`config.mk`:
```
export PLATFORM = sky130hd
export DESIGN_NAME = execute_stage_module_flat
export DESIGN_NICKNAME = d
export VERILOG_FILES = /design/src/rtl/execute_stage_module_pkg.sv /design/src/rtl/execute_stage_module_if.sv /design/src/rtl/execute_stage_module_alu.sv /design/src/rtl/execute_stage_module.sv /design/src/flat_wrapper.sv
export SDC_FILE = /design/constraint.sdc
export NUM_CORES = 1
export LEC_CHECK = 0
export CAP_MARGIN = 30
export CORE_MARGIN = 5
export CORE_UTILIZATION = 45
export CTS_BUF_LIST = sky130_fd_sc_hd__clkbuf_8
export DETAILED_ROUTE_END_ITERATION = 10
export PLACE_DENSITY = 0.83
export SKIP_LAST_GASP = 1
export SLEW_MARGIN = 40
export SYNTH_ARGS = -nofsm -noshare
export SYNTH_HDL_FRONTEND = slang
export SYNTH_SLANG_ARGS = --single-unit
```
`constraint.sdc`:
```
create_clock -name clk -period 9 [get_ports clk]
set_input_delay 1.8 -clock clk [delete_from_list [all_inputs] [get_ports clk]]
set_output_delay 1.8 -clock clk [all_outputs]
set_load 0.05 [all_outputs]
```
`src/rtl/execute_stage_module_pkg.sv`:
```
// rtl/execute_stage_module_pkg.sv - shared constants for the RV32I execute stage
// Purpose: ALU operation encodings, default datapath width and the reset
//          value used for zeroed EX/MEM datapath registers.
// Ports:   none (package).
package execute_stage_module_pkg;

    localparam int XLEN_DEFAULT = 32;

    localparam logic [2:0] ALU_ADD = 3'b000;
    localparam logic [2:0] ALU_SUB = 3'b001;
    localparam logic [2:0] ALU_AND = 3'b010;
    localparam logic [2:0] ALU_OR  = 3'b011;
    localparam logic [2:0] ALU_SLT = 3'b101;

    localparam logic [XLEN_DEFAULT-1:0] RST_DATA = '0;

endpackage

```
`src/rtl/execute_stage_module_if.sv`:
```
// rtl/execute_stage_module_if.sv - ID/EX inputs, branch resolution and EX/MEM outputs of the execute stage
// Purpose: bundles every non-clock/reset signal of the execute stage.
// Ports:   E-suffixed signals come from the ID/EX register; PCSrcE/PCTargetE
//          go back to fetch; M-suffixed signals feed the memory stage.
//          master = upstream/downstream environment, slave = execute stage.
interface execute_stage_module_if
    import execute_stage_module_pkg::*;
#(
    parameter int XLEN = XLEN_DEFAULT
);
    logic            RegWriteE;
    logic            ResultSrcE;
    logic            MemWriteE;
    logic            BranchE;
    logic            ALUSrcE;
    logic [2:0]      ALUControlE;
    logic [XLEN-1:0] RD1_E;
    logic [XLEN-1:0] RD2_E;
    logic [XLEN-1:0] ImmExtE;
    logic [XLEN-1:0] PCE;
    logic [4:0]      RdE;
    logic [XLEN-1:0] PCPlus4E;

    logic            PCSrcE;
    logic [XLEN-1:0] PCTargetE;

    logic            RegWriteM;
    logic            ResultSrcM;
    logic            MemWriteM;
    logic [XLEN-1:0] ALUResultM;
    logic [XLEN-1:0] WriteDataM;
    logic [4:0]      RdM;
    logic [XLEN-1:0] PCPlus4M;

    modport master (
        output RegWriteE, ResultSrcE, MemWriteE, BranchE, ALUSrcE, ALUControlE,
               RD1_E, RD2_E, ImmExtE, PCE, RdE, PCPlus4E,
        input  PCSrcE, PCTargetE,
               RegWriteM, ResultSrcM, MemWriteM, ALUResultM, WriteDataM, RdM, PCPlus4M
    );

    modport slave (
        input  RegWriteE, ResultSrcE, MemWriteE, BranchE, ALUSrcE, ALUControlE,
               RD1_E, RD2_E, ImmExtE, PCE, RdE, PCPlus4E,
        output PCSrcE, PCTargetE,
               RegWriteM, ResultSrcM, MemWriteM, ALUResultM, WriteDataM, RdM, PCPlus4M
    );
endinterface

```
`src/rtl/execute_stage_module_alu.sv`:
```
// rtl/execute_stage_module_alu.sv - combinational RV32I ALU (alu_module)
// Purpose: add/sub/and/or and, when EXECUTE_SLT_EN is defined, signed set-less-than.
//          Unused encodings (and 101 without EXECUTE_SLT_EN) produce zero.
// Ports:   A, B operands; ALUControl operation; Result; Zero = (Result == 0).
module alu_module
    import execute_stage_module_pkg::*;
#(
    parameter int XLEN = XLEN_DEFAULT
) (
    input  logic [XLEN-1:0] A,
    input  logic [XLEN-1:0] B,
    input  logic [2:0]      ALUControl,
    output logic [XLEN-1:0] Result,
    output logic            Zero
);
    logic [XLEN-1:0] w_diff;

    assign w_diff = A - B;

`ifdef EXECUTE_SLT_EN
    // Signed less-than = sign of (A-B) corrected by two's-complement overflow:
    // overflow happens only when the operand signs differ and the difference's
    // sign disagrees with A.
    logic w_overflow;
    logic w_lt;

    assign w_overflow = (A[XLEN-1] ^ B[XLEN-1]) & (w_diff[XLEN-1] ^ A[XLEN-1]);
    assign w_lt       = w_diff[XLEN-1] ^ w_overflow;
`endif

    always_comb begin
        Result = '0;
        case (ALUControl)
            ALU_ADD: Result = A + B;
            ALU_SUB: Result = w_diff;
            ALU_AND: Result = A & B;
            ALU_OR:  Result = A | B;
`ifdef EXECUTE_SLT_EN
            ALU_SLT: Result = {{(XLEN-1){1'b0}}, w_lt};
`endif
            default: Result = '0;
        endcase
    end

    assign Zero = (Result == '0);
endmodule

```
`src/rtl/execute_stage_module.sv`:
```
// rtl/execute_stage_module.sv - RV32I execute stage with EX/MEM pipeline register
// Purpose: selects ALU operand B, runs the ALU, resolves beq back to fetch
//          combinationally and registers results/control into EX/MEM.
//          Optional macro EXECUTE_SLT_EN enables signed slt (ALUControlE=101).
// Ports:   clk  - rising-edge pipeline clock
//          rst  - asynchronous active-low reset, clears every M output
//          bus  - execute_stage_module_if.slave (E inputs, PCSrcE/PCTargetE, M outputs)
module execute_stage_module
    import execute_stage_module_pkg::*;
#(
    parameter int XLEN = XLEN_DEFAULT
) (
    input  logic                  clk,
    input  logic                  rst,
    execute_stage_module_if.slave bus
);
    logic [XLEN-1:0] w_src_b;
    logic [XLEN-1:0] w_alu_result;
    logic            w_zero;

    logic            r_reg_write;
    logic            r_result_src;
    logic            r_mem_write;
    logic [XLEN-1:0] r_alu_result;
    logic [XLEN-1:0] r_write_data;
    logic [4:0]      r_rd;
    logic [XLEN-1:0] r_pc_plus4;

    assign w_src_b = bus.ALUSrcE ? bus.ImmExtE : bus.RD2_E;

    alu_module #(.XLEN(XLEN)) u_alu (
        .A          (bus.RD1_E),
        .B          (w_src_b),
        .ALUControl (bus.ALUControlE),
        .Result     (w_alu_result),
        .Zero       (w_zero)
    );

    // Branch resolution is not reset: it tracks the inputs, and upstream reset
    // holds BranchE low so PCSrcE stays low while the pipeline is in reset.
    assign bus.PCSrcE    = bus.BranchE & w_zero;
    assign bus.PCTargetE = bus.PCE + bus.ImmExtE;

    // EX/MEM register captures every cycle; no stall or flush.
    // Store data is always rs2, even for immediate-operand instructions.
    always_ff @(posedge clk or negedge rst) begin
        if (!rst) begin
            r_reg_write  <= 1'b0;
            r_result_src <= 1'b0;
            r_mem_write  <= 1'b0;
            r_alu_result <= RST_DATA[XLEN-1:0];
            r_write_data <= RST_DATA[XLEN-1:0];
            r_rd         <= 5'h00;
            r_pc_plus4   <= RST_DATA[XLEN-1:0];
        end else begin
            r_reg_write  <= bus.RegWriteE;
            r_result_src <= bus.ResultSrcE;
            r_mem_write  <= bus.MemWriteE;
            r_alu_result <= w_alu_result;
            r_write_data <= bus.RD2_E;
            r_rd         <= bus.RdE;
            r_pc_plus4   <= bus.PCPlus4E;
        end
    end

    assign bus.RegWriteM  = r_reg_write;
    assign bus.ResultSrcM = r_result_src;
    assign bus.MemWriteM  = r_mem_write;
    assign bus.ALUResultM = r_alu_result;
    assign bus.WriteDataM = r_write_data;
    assign bus.RdM        = r_rd;
    assign bus.PCPlus4M   = r_pc_plus4;
endmodule

```
`src/flat_wrapper.sv`:
```
// flat-port wrapper written by rule: the top's interface ports become plain ports
module execute_stage_module_flat import execute_stage_module_pkg::*;
#(
    parameter int XLEN = XLEN_DEFAULT
)
  (clk, rst, bus_RegWriteE, bus_ResultSrcE, bus_MemWriteE, bus_BranchE, bus_ALUSrcE, bus_ALUControlE, bus_RD1_E, bus_RD2_E, bus_ImmExtE, bus_PCE, bus_RdE, bus_PCPlus4E, bus_PCSrcE, bus_PCTargetE, bus_RegWriteM, bus_ResultSrcM, bus_MemWriteM, bus_ALUResultM, bus_WriteDataM, bus_RdM, bus_PCPlus4M);
  execute_stage_module_if #(.XLEN(XLEN)) bus_i ();
  input  logic clk;
  input  logic rst;
  input wire logic [$bits(bus_i.RegWriteE)-1:0] bus_RegWriteE;
  input wire logic [$bits(bus_i.ResultSrcE)-1:0] bus_ResultSrcE;
  input wire logic [$bits(bus_i.MemWriteE)-1:0] bus_MemWriteE;
  input wire logic [$bits(bus_i.BranchE)-1:0] bus_BranchE;
  input wire logic [$bits(bus_i.ALUSrcE)-1:0] bus_ALUSrcE;
  input wire logic [$bits(bus_i.ALUControlE)-1:0] bus_ALUControlE;
  input wire logic [$bits(bus_i.RD1_E)-1:0] bus_RD1_E;
  input wire logic [$bits(bus_i.RD2_E)-1:0] bus_RD2_E;
  input wire logic [$bits(bus_i.ImmExtE)-1:0] bus_ImmExtE;
  input wire logic [$bits(bus_i.PCE)-1:0] bus_PCE;
  input wire logic [$bits(bus_i.RdE)-1:0] bus_RdE;
  input wire logic [$bits(bus_i.PCPlus4E)-1:0] bus_PCPlus4E;
  output wire logic [$bits(bus_i.PCSrcE)-1:0] bus_PCSrcE;
  output wire logic [$bits(bus_i.PCTargetE)-1:0] bus_PCTargetE;
  output wire logic [$bits(bus_i.RegWriteM)-1:0] bus_RegWriteM;
  output wire logic [$bits(bus_i.ResultSrcM)-1:0] bus_ResultSrcM;
  output wire logic [$bits(bus_i.MemWriteM)-1:0] bus_MemWriteM;
  output wire logic [$bits(bus_i.ALUResultM)-1:0] bus_ALUResultM;
  output wire logic [$bits(bus_i.WriteDataM)-1:0] bus_WriteDataM;
  output wire logic [$bits(bus_i.RdM)-1:0] bus_RdM;
  output wire logic [$bits(bus_i.PCPlus4M)-1:0] bus_PCPlus4M;
  assign bus_i.RegWriteE = bus_RegWriteE;
  assign bus_i.ResultSrcE = bus_ResultSrcE;
  assign bus_i.MemWriteE = bus_MemWriteE;
  assign bus_i.BranchE = bus_BranchE;
  assign bus_i.ALUSrcE = bus_ALUSrcE;
  assign bus_i.ALUControlE = bus_ALUControlE;
  assign bus_i.RD1_E = bus_RD1_E;
  assign bus_i.RD2_E = bus_RD2_E;
  assign bus_i.ImmExtE = bus_ImmExtE;
  assign bus_i.PCE = bus_PCE;
  assign bus_i.RdE = bus_RdE;
  assign bus_i.PCPlus4E = bus_PCPlus4E;
  assign bus_PCSrcE = bus_i.PCSrcE;
  assign bus_PCTargetE = bus_i.PCTargetE;
  assign bus_RegWriteM = bus_i.RegWriteM;
  assign bus_ResultSrcM = bus_i.ResultSrcM;
  assign bus_MemWriteM = bus_i.MemWriteM;
  assign bus_ALUResultM = bus_i.ALUResultM;
  assign bus_WriteDataM = bus_i.WriteDataM;
  assign bus_RdM = bus_i.RdM;
  assign bus_PCPlus4M = bus_i.PCPlus4M;
  execute_stage_module #(.XLEN(XLEN)) u_core (.clk(clk), .rst(rst), .bus(bus_i));
endmodule
```
; ---- After elaboration in Yosys (flattened, before gate mapping)
; Index checks and enable logic that the tools add are counted.
[totals]
ff_bits = 104
inputBits = 175
elab_cells = 20
[classes]
addsub = 3
n_eq_ne = 3
n_mux = 2
bitwise_logic = 3
reduce_logical = 2
[ops]
columns = op, count
row1 = $pmux W32 S4, 1
row2 = $add A32 B32 Y32, 2
row3 = $and A32 B32 Y32, 1
row4 = $logic_not A32 Y1, 1
row5 = $mux W32, 1
row6 = $or A32 B32 Y32, 1
row7 = $sub A32 B32 Y32, 1
row8 = $eq A3 B2 Y1 const B, 2
row9 = $eq A3 B1 Y1 const B, 1
row10 = $logic_not A3 Y1, 1
row11 = $and A1 B1 Y1, 1

; ---- Depth between registers and ports, before layout
[logic_depth]
word_depth = 5
ltp_mapped = 28
depth_no_buf = 24

; ---- Cells and area by module
; From an unflattened synthesis, not the netlist that was laid out.
[hier_totals]
hier_cells = 872
hier_area_um2 = 8035.2
[by_module_without_submodules]
columns = module, instances, cells_each, area_per_inst_um2
row1 = execute_stage_module, 1, 373, 4712.0
row2 = alu_module, 1, 499, 3323.2

; ---- Least setup slack after synthesis
; No wires, ideal clock.
[synth_timing]
path_type = input to output
start = input bus_ALUSrcE
end = output bus_PCSrcE
arrival_time_ns = 7.269
t_required_ns = 7.200
path_slack_ns = -0.069
path_stages = 28
n_path_buf = 4
path_cell_list = buf_6 buf_6 buf_2 buf_2 mux2i_1 ha_1 o21ai_1 or2_4 nor4_2 and2_2 nand3_2 or2_4 inv_2 nand2_1 nand2_1 xnor2_1 ha_1 a21oi_1 nand2_1 a21o_1 a31o_1 o211a_1 o31a_1 a211oi_1 o21ai_0 nor4_1 nand4bb_1 nor4_2
[synth_between]
elab_chain_cells = 5
[synth_lines]
columns = item, line
row1 = "start, declared", flat_wrapper.sv:14  ; input wire logic [$bits(bus_i.ALUSrcE)-1:0] bus_ALUSrcE;
row2 = $mux W32 (*), execute_stage_module.sv:29  ; assign w_src_b = bus.ALUSrcE ? bus.ImmExtE : bus.RD2_E;
row3 = "$sub A32 B32 Y32, or another cell as far along", execute_stage_module_alu.sv:18  ; assign w_diff = A - B;
row4 = $pmux W32 S4 (*), execute_stage_module_alu.sv:33  ; case (ALUControl)
row5 = $logic_not A32 Y1 (*), execute_stage_module_alu.sv:45  ; assign Zero = (Result == '0);
row6 = $and A1 B1 Y1 (*), execute_stage_module.sv:41  ; assign bus.PCSrcE = bus.BranchE & w_zero;
row7 = "end, declared", flat_wrapper.sv:22  ; output wire logic [$bits(bus_i.PCSrcE)-1:0] bus_PCSrcE;
; Mark *: on every way between the ends. The rest lies on a longest branch, timed or not.

; ---- Worst setup path in the final report
[layout_timing]
start = input bus_ImmExtE[1]
end = output bus_PCSrcE
[layout_between]
elab_chain_cells = 5
[layout_lines]
columns = item, line
row1 = "start, declared", flat_wrapper.sv:18  ; input wire logic [$bits(bus_i.ImmExtE)-1:0] bus_ImmExtE;
row2 = $mux W32 (*), execute_stage_module.sv:29
row3 = "$sub A32 B32 Y32, or another cell as far along", execute_stage_module_alu.sv:18
row4 = $pmux W32 S4 (*), execute_stage_module_alu.sv:33
row5 = $logic_not A32 Y1 (*), execute_stage_module_alu.sv:45
row6 = $and A1 B1 Y1 (*), execute_stage_module.sv:41
; Marks and branches as above.

==> impl_results.rst <==
.. list-table::
   :header-rows: 1

   * - Metric
     - Value
   * - Average cell area after synthesis
     - 9.19 sq um
   * - TritonCTS clock tree
     - done
   * - DRC Markers
     - 0
   * - Xor-xnor portion of the synthesized cell area
     - 8.66%
   * - Pwr Density
     - 153 nW/um^2
   * - Mux share of post-synthesis cell area
     - ~4.6%
   * - DR iter-0 viols
     - approximately 430
   * - Pin count of the biggest net entering global routing
     - 57
   * - IO Count
     - 312
   * - Effective utilization at floorplan
     - a little under half
   * - WHS
     - 1.43 ns
   * - Count of cell types in the netlist
     - 80
   * - Number of warnings reported in the yosys synthesis log
     - 0
   * - Max_cap viols
     - 0
   * - Floorplan row count
     - 48
   * - Overall global routing resource usage
     - roughly a quarter
   * - Switching power of the nets
     - 0.000775 W
   * - # nets final
     - 1400
   * - Drt via density
     - between 5 and 6
   * - Worst hold path class
     - in -> async
   * - Setup violators final
     - 0
   * - Switching share of power
     - 44.3%
   * - Drt pass-1 iters
     - 5
   * - Result of the run
     - complete, no violations
   * - Class of the most critical setup path
     - in -> out
   * - Worst-path clk slew
     - 0.11 ns
   * - Initial antenna violation count
     - 0
   * - Startpoint class of the critical path
     - input pin
   * - Simple-gate portion of the synthesized area
     - about 15%
   * - Sequential cell area fraction in the yosys report
     - 33.4%
   * - Die Footprint
     - 20000 sq um
   * - Dominant register cell in the synthesized netlist
     - sky130_fd_sc_hd__dfrtp_1
   * - Setup repair after global routing missed its margin
     - no
   * - Sinks on the clock net
     - 104
   * - Sequential share of power
     - 29.3%
   * - Fin Setup TNS
     - 0 ns
   * - Count of mapped cells out of synthesis
     - between 800 and 900
   * - Leakage
     - 4.92 nW
   * - Maximum count of clock buffers along a single path
     - 2
   * - Final wirelength
     - between 20 and 30 mm
   * - Flops & latches, synth
     - approximately 100
   * - Global-route congestion overflow total
     - 0
   * - Critical path arrival
     - between 6 and 7 ns
   * - Share of the clock period used by the worst path
     - around 97%
   * - Data required time of the worst path
     - between 7 and 8 ns
   * - Endpoint type of the worst setup path
     - output port
   * - Clock power share
     - 17.9%
   * - Cts bufs inserted
     - 9
   * - Die Span X
     - 142 um
   * - Adder and majority gate portion of the synthesized area
     - between 10 and 15%
   * - Clock H-tree levels
     - 3
   * - Layout overhead on the synthesized area
     - 46.9%
   * - Die Span Y
     - 142 um
   * - Number of vias in the routed layout
     - 7816
   * - # hold bufs at CTS
     - 0
   * - Worst Max-Slew Pin Slew
     - between 0.7 and 0.8 ns
   * - Drt wl/cell
     - 19.8 um
   * - Wire length of the first global-routing pass
     - 42.0 mm
   * - Final hold violation count
     - 0
   * - Largest family of logic cells by synthesized area
     - compound AO/OA/AOI/OAI gates
   * - PortBufs
     - 311
   * - Number of nets in the synthesized netlist
     - 1089
   * - Slew Viols, Final
     - 0
   * - Synthesized area
     - 7790 sq um
   * - Largest vdd supply drop
     - 0.000102 V
   * - Slew margin rel.
     - 52.6%
   * - Fraction of the mapped netlist area in compound gates
     - 22.6%
   * - Weighted congestion at the end of routability-driven global placement
     - 0.993
   * - Final antenna diode count
     - 0
   * - Worst Path Max Fanout
     - 6
   * - Total half-perimeter wirelength after legalization and detailed placement
     - 22.7 mm
   * - Design internal power
     - 0.000973 W
   * - Core region area
     - 17100 sq um
   * - Number of global-route vias before repair
     - 7949
   * - Minimum clock period after layout
     - ~8.7 ns
   * - Fraction of final layout cells with drive strength greater than 1
     - 7.22%
   * - Maximum clock frequency
     - 115 MHz
   * - Async set or reset register ratio after synthesis
     - 100%
   * - Number of synthesized flops with an enable pin
     - 0
   * - DRT antenna net count
     - 0
   * - Comb power frac
     - between 50% and 60%
   * - Clk root buf
     - sky130_fd_sc_hd__clkbuf_8
-- cell type report --
class,instances,area (sq um)
repair buffers,326,3230
fillers,1434,5680
inverters,36,135
clock buffers,9,124
well taps,225,282
flip-flops and latches,104,2600
multi-input cells,681,4980
clock inverters,7,88.8
-- routing by layer --
layer,up-vias,track usage [%],share of wire (%)
met5,-,0,0
met4,0,8.33,3.1
met3,68,6.88,8.8
met2,366,47.5,50
met1,3633,31.0,39
li1,3749,-,-
-- cells by family (layout without fill, tap and decap cells) --
| logic type | after synthesis | after routing |
|---|---|---|
| buf+inv | 62 | 378 |
| fa+ha+maj | 79 | 79 |
| xor+xnor | 77 | 77 |
| flops | 104 | 104 |
| mux | 34 | 34 |
| simple gates | 227 | 227 |
| compound gates | 264 | 264 |
-- critical path, cell delays in order --
cell and delay, ns:
sky130_fd_sc_hd__clkdlybuf4s50_1 0.51, sky130_fd_sc_hd__mux2i_2 0.22, sky130_fd_sc_hd__ha_1 0.20, sky130_fd_sc_hd__o21ai_1 0.09, sky130_fd_sc_hd__or2_4 0.27, sky130_fd_sc_hd__nor4_4 0.28, sky130_fd_sc_hd__and2_2 0.21, sky130_fd_sc_hd__nand3_2 0.07
sky130_fd_sc_hd__or2_4 0.25, sky130_fd_sc_hd__inv_2 0.05, sky130_fd_sc_hd__nand2_1 0.06, sky130_fd_sc_hd__nand2_1 0.08, sky130_fd_sc_hd__xnor2_1 0.06, sky130_fd_sc_hd__ha_1 0.36, sky130_fd_sc_hd__a21oi_2 0.23, sky130_fd_sc_hd__nand2_1 0.07
sky130_fd_sc_hd__a21o_1 0.17, sky130_fd_sc_hd__a31o_1 0.19, sky130_fd_sc_hd__o211a_1 0.24, sky130_fd_sc_hd__o31a_1 0.29, sky130_fd_sc_hd__a211oi_1 0.23, sky130_fd_sc_hd__o21ai_0 0.18, sky130_fd_sc_hd__nor4_4 0.19, sky130_fd_sc_hd__nand4bb_1 0.20
sky130_fd_sc_hd__nor4_4 0.22, sky130_fd_sc_hd__buf_12 0.18
-- metrics by stage --
step / std cells / utilization, % / total power [W] / area [sq um] / setup slack, ns
after floorplan: 847 / - / 0.00110 / 7800 / 0.205
after global placement: 1371 / 65.2 / 0.00142 / 11200 / 0.250
after detailed placement: 1371 / 65.2 / 0.00143 / 11200 / 0.126
after CTS: 1387 / 66.5 / 0.00175 / 11400 / 0.120
after global routing: 1388 / 66.8 / 0.00184 / 11400 / 0.00639
final: 1388 / 66.8 / 0.00175 / 11400 / 0.274
-- flip-flops by register name, indices dropped and copies added (netlist names) --
name and count:
u_core.bus.ALUResultM 32, u_core.bus.MemWriteM 1, u_core.bus.PCPlus4M 32, u_core.bus.RdM 5, u_core.bus.RegWriteM 1, u_core.bus.ResultSrcM 1, u_core.bus.WriteDataM 32
-- synthesized netlist by cell type, types with 4 or more instances --
cell	instances	area, sq um
sky130_fd_sc_hd__dfrtp_1	104	2600
sky130_fd_sc_hd__inv_1	34	128
sky130_fd_sc_hd__xor2_1	38	333
sky130_fd_sc_hd__a21o_1	25	188
sky130_fd_sc_hd__nand3_1	14	70.1
sky130_fd_sc_hd__ha_1	65	813
sky130_fd_sc_hd__nand2_1	68	255
sky130_fd_sc_hd__o31ai_1	9	67.6
sky130_fd_sc_hd__nor4_1	5	31.3
sky130_fd_sc_hd__o21ai_0	43	215
sky130_fd_sc_hd__or3_1	5	31.3
sky130_fd_sc_hd__mux2_2	16	180
sky130_fd_sc_hd__a31oi_1	10	62.6
sky130_fd_sc_hd__nor2b_1	7	43.8
sky130_fd_sc_hd__nand2b_1	9	56.3
sky130_fd_sc_hd__buf_2	4	20.0
sky130_fd_sc_hd__o221a_2	4	45.0
sky130_fd_sc_hd__clkbuf_1	18	67.6
sky130_fd_sc_hd__o211ai_1	6	45.0
sky130_fd_sc_hd__o21bai_1	6	45.0
sky130_fd_sc_hd__maj3_1	12	120
sky130_fd_sc_hd__a211oi_1	11	82.6
sky130_fd_sc_hd__a221oi_1	7	61.3
sky130_fd_sc_hd__nor2_1	55	206
sky130_fd_sc_hd__a21oi_1	83	415
sky130_fd_sc_hd__o22ai_1	8	50.1
sky130_fd_sc_hd__o21ai_1	6	30.0
sky130_fd_sc_hd__o21a_1	10	75.1
sky130_fd_sc_hd__mux2i_1	18	180
sky130_fd_sc_hd__nand4_1	5	31.3
sky130_fd_sc_hd__and3_1	5	31.3
sky130_fd_sc_hd__xnor2_1	39	342
sky130_fd_sc_hd__nor3_1	24	120
-- power by group through the flow --
stage | logic, W | registers, W | clock network, W
after floorplan | 0.000451 | 0.000652 | 0
after global placement | 0.000898 | 0.000521 | 0
after global routing | 0.000979 | 0.000516 | 0.000344
after detailed placement | 0.000908 | 0.000522 | 0
final | 0.000922 | 0.000512 | 0.000313
after CTS | 0.000912 | 0.000513 | 0.000323
-- repair_timing --
action / CTS / global route
buffers inserted: 0 / 1
endpoints found under the setup margin: 0 / 1
resized for setup: 0 / 10
-- cell usage in the layout (no fill, tap or decap), types with 7 or more instances in the layout --
cell type,netlist,routed
sky130_fd_sc_hd__nor2b_1,7,7
sky130_fd_sc_hd__clkbuf_8,0,9
sky130_fd_sc_hd__mux2_2,16,16
sky130_fd_sc_hd__dfrtp_1,104,104
sky130_fd_sc_hd__o22ai_1,8,8
sky130_fd_sc_hd__o31ai_1,9,9
sky130_fd_sc_hd__o21a_1,10,10
sky130_fd_sc_hd__maj3_1,12,12
sky130_fd_sc_hd__xnor2_1,39,39
sky130_fd_sc_hd__a211oi_1,11,10
sky130_fd_sc_hd__mux2i_1,18,16
sky130_fd_sc_hd__a21o_1,25,25
sky130_fd_sc_hd__xor2_1,38,38
sky130_fd_sc_hd__clkdlybuf4s50_1,0,308
sky130_fd_sc_hd__buf_4,1,16
sky130_fd_sc_hd__nor3_1,24,24
sky130_fd_sc_hd__nand3_1,14,14
sky130_fd_sc_hd__inv_1,34,34
sky130_fd_sc_hd__a21oi_1,83,81
sky130_fd_sc_hd__nand2_1,68,68
sky130_fd_sc_hd__o21ai_0,43,43
sky130_fd_sc_hd__nor2_1,55,54
sky130_fd_sc_hd__a31oi_1,10,10
sky130_fd_sc_hd__ha_1,65,65
sky130_fd_sc_hd__nand2b_1,9,9
-- path summary, 6_finish.rpt --
path                             startpoint                         to  slack, ns  depth (start not counted)
worst max-delay path         bus_ImmExtE[1]                 bus_PCSrcE       0.27                         26
worst min-delay path                    rst   u_core.bus.ALUResultM[4]       1.43                          1
min in group clk           bus_PCPlus4E[13]    u_core.bus.PCPlus4M[13]       1.82                          1
max in group asynchronous               rst  u_core.bus.WriteDataM[19]       6.39                          2
(Power assumes the default switching activity.)
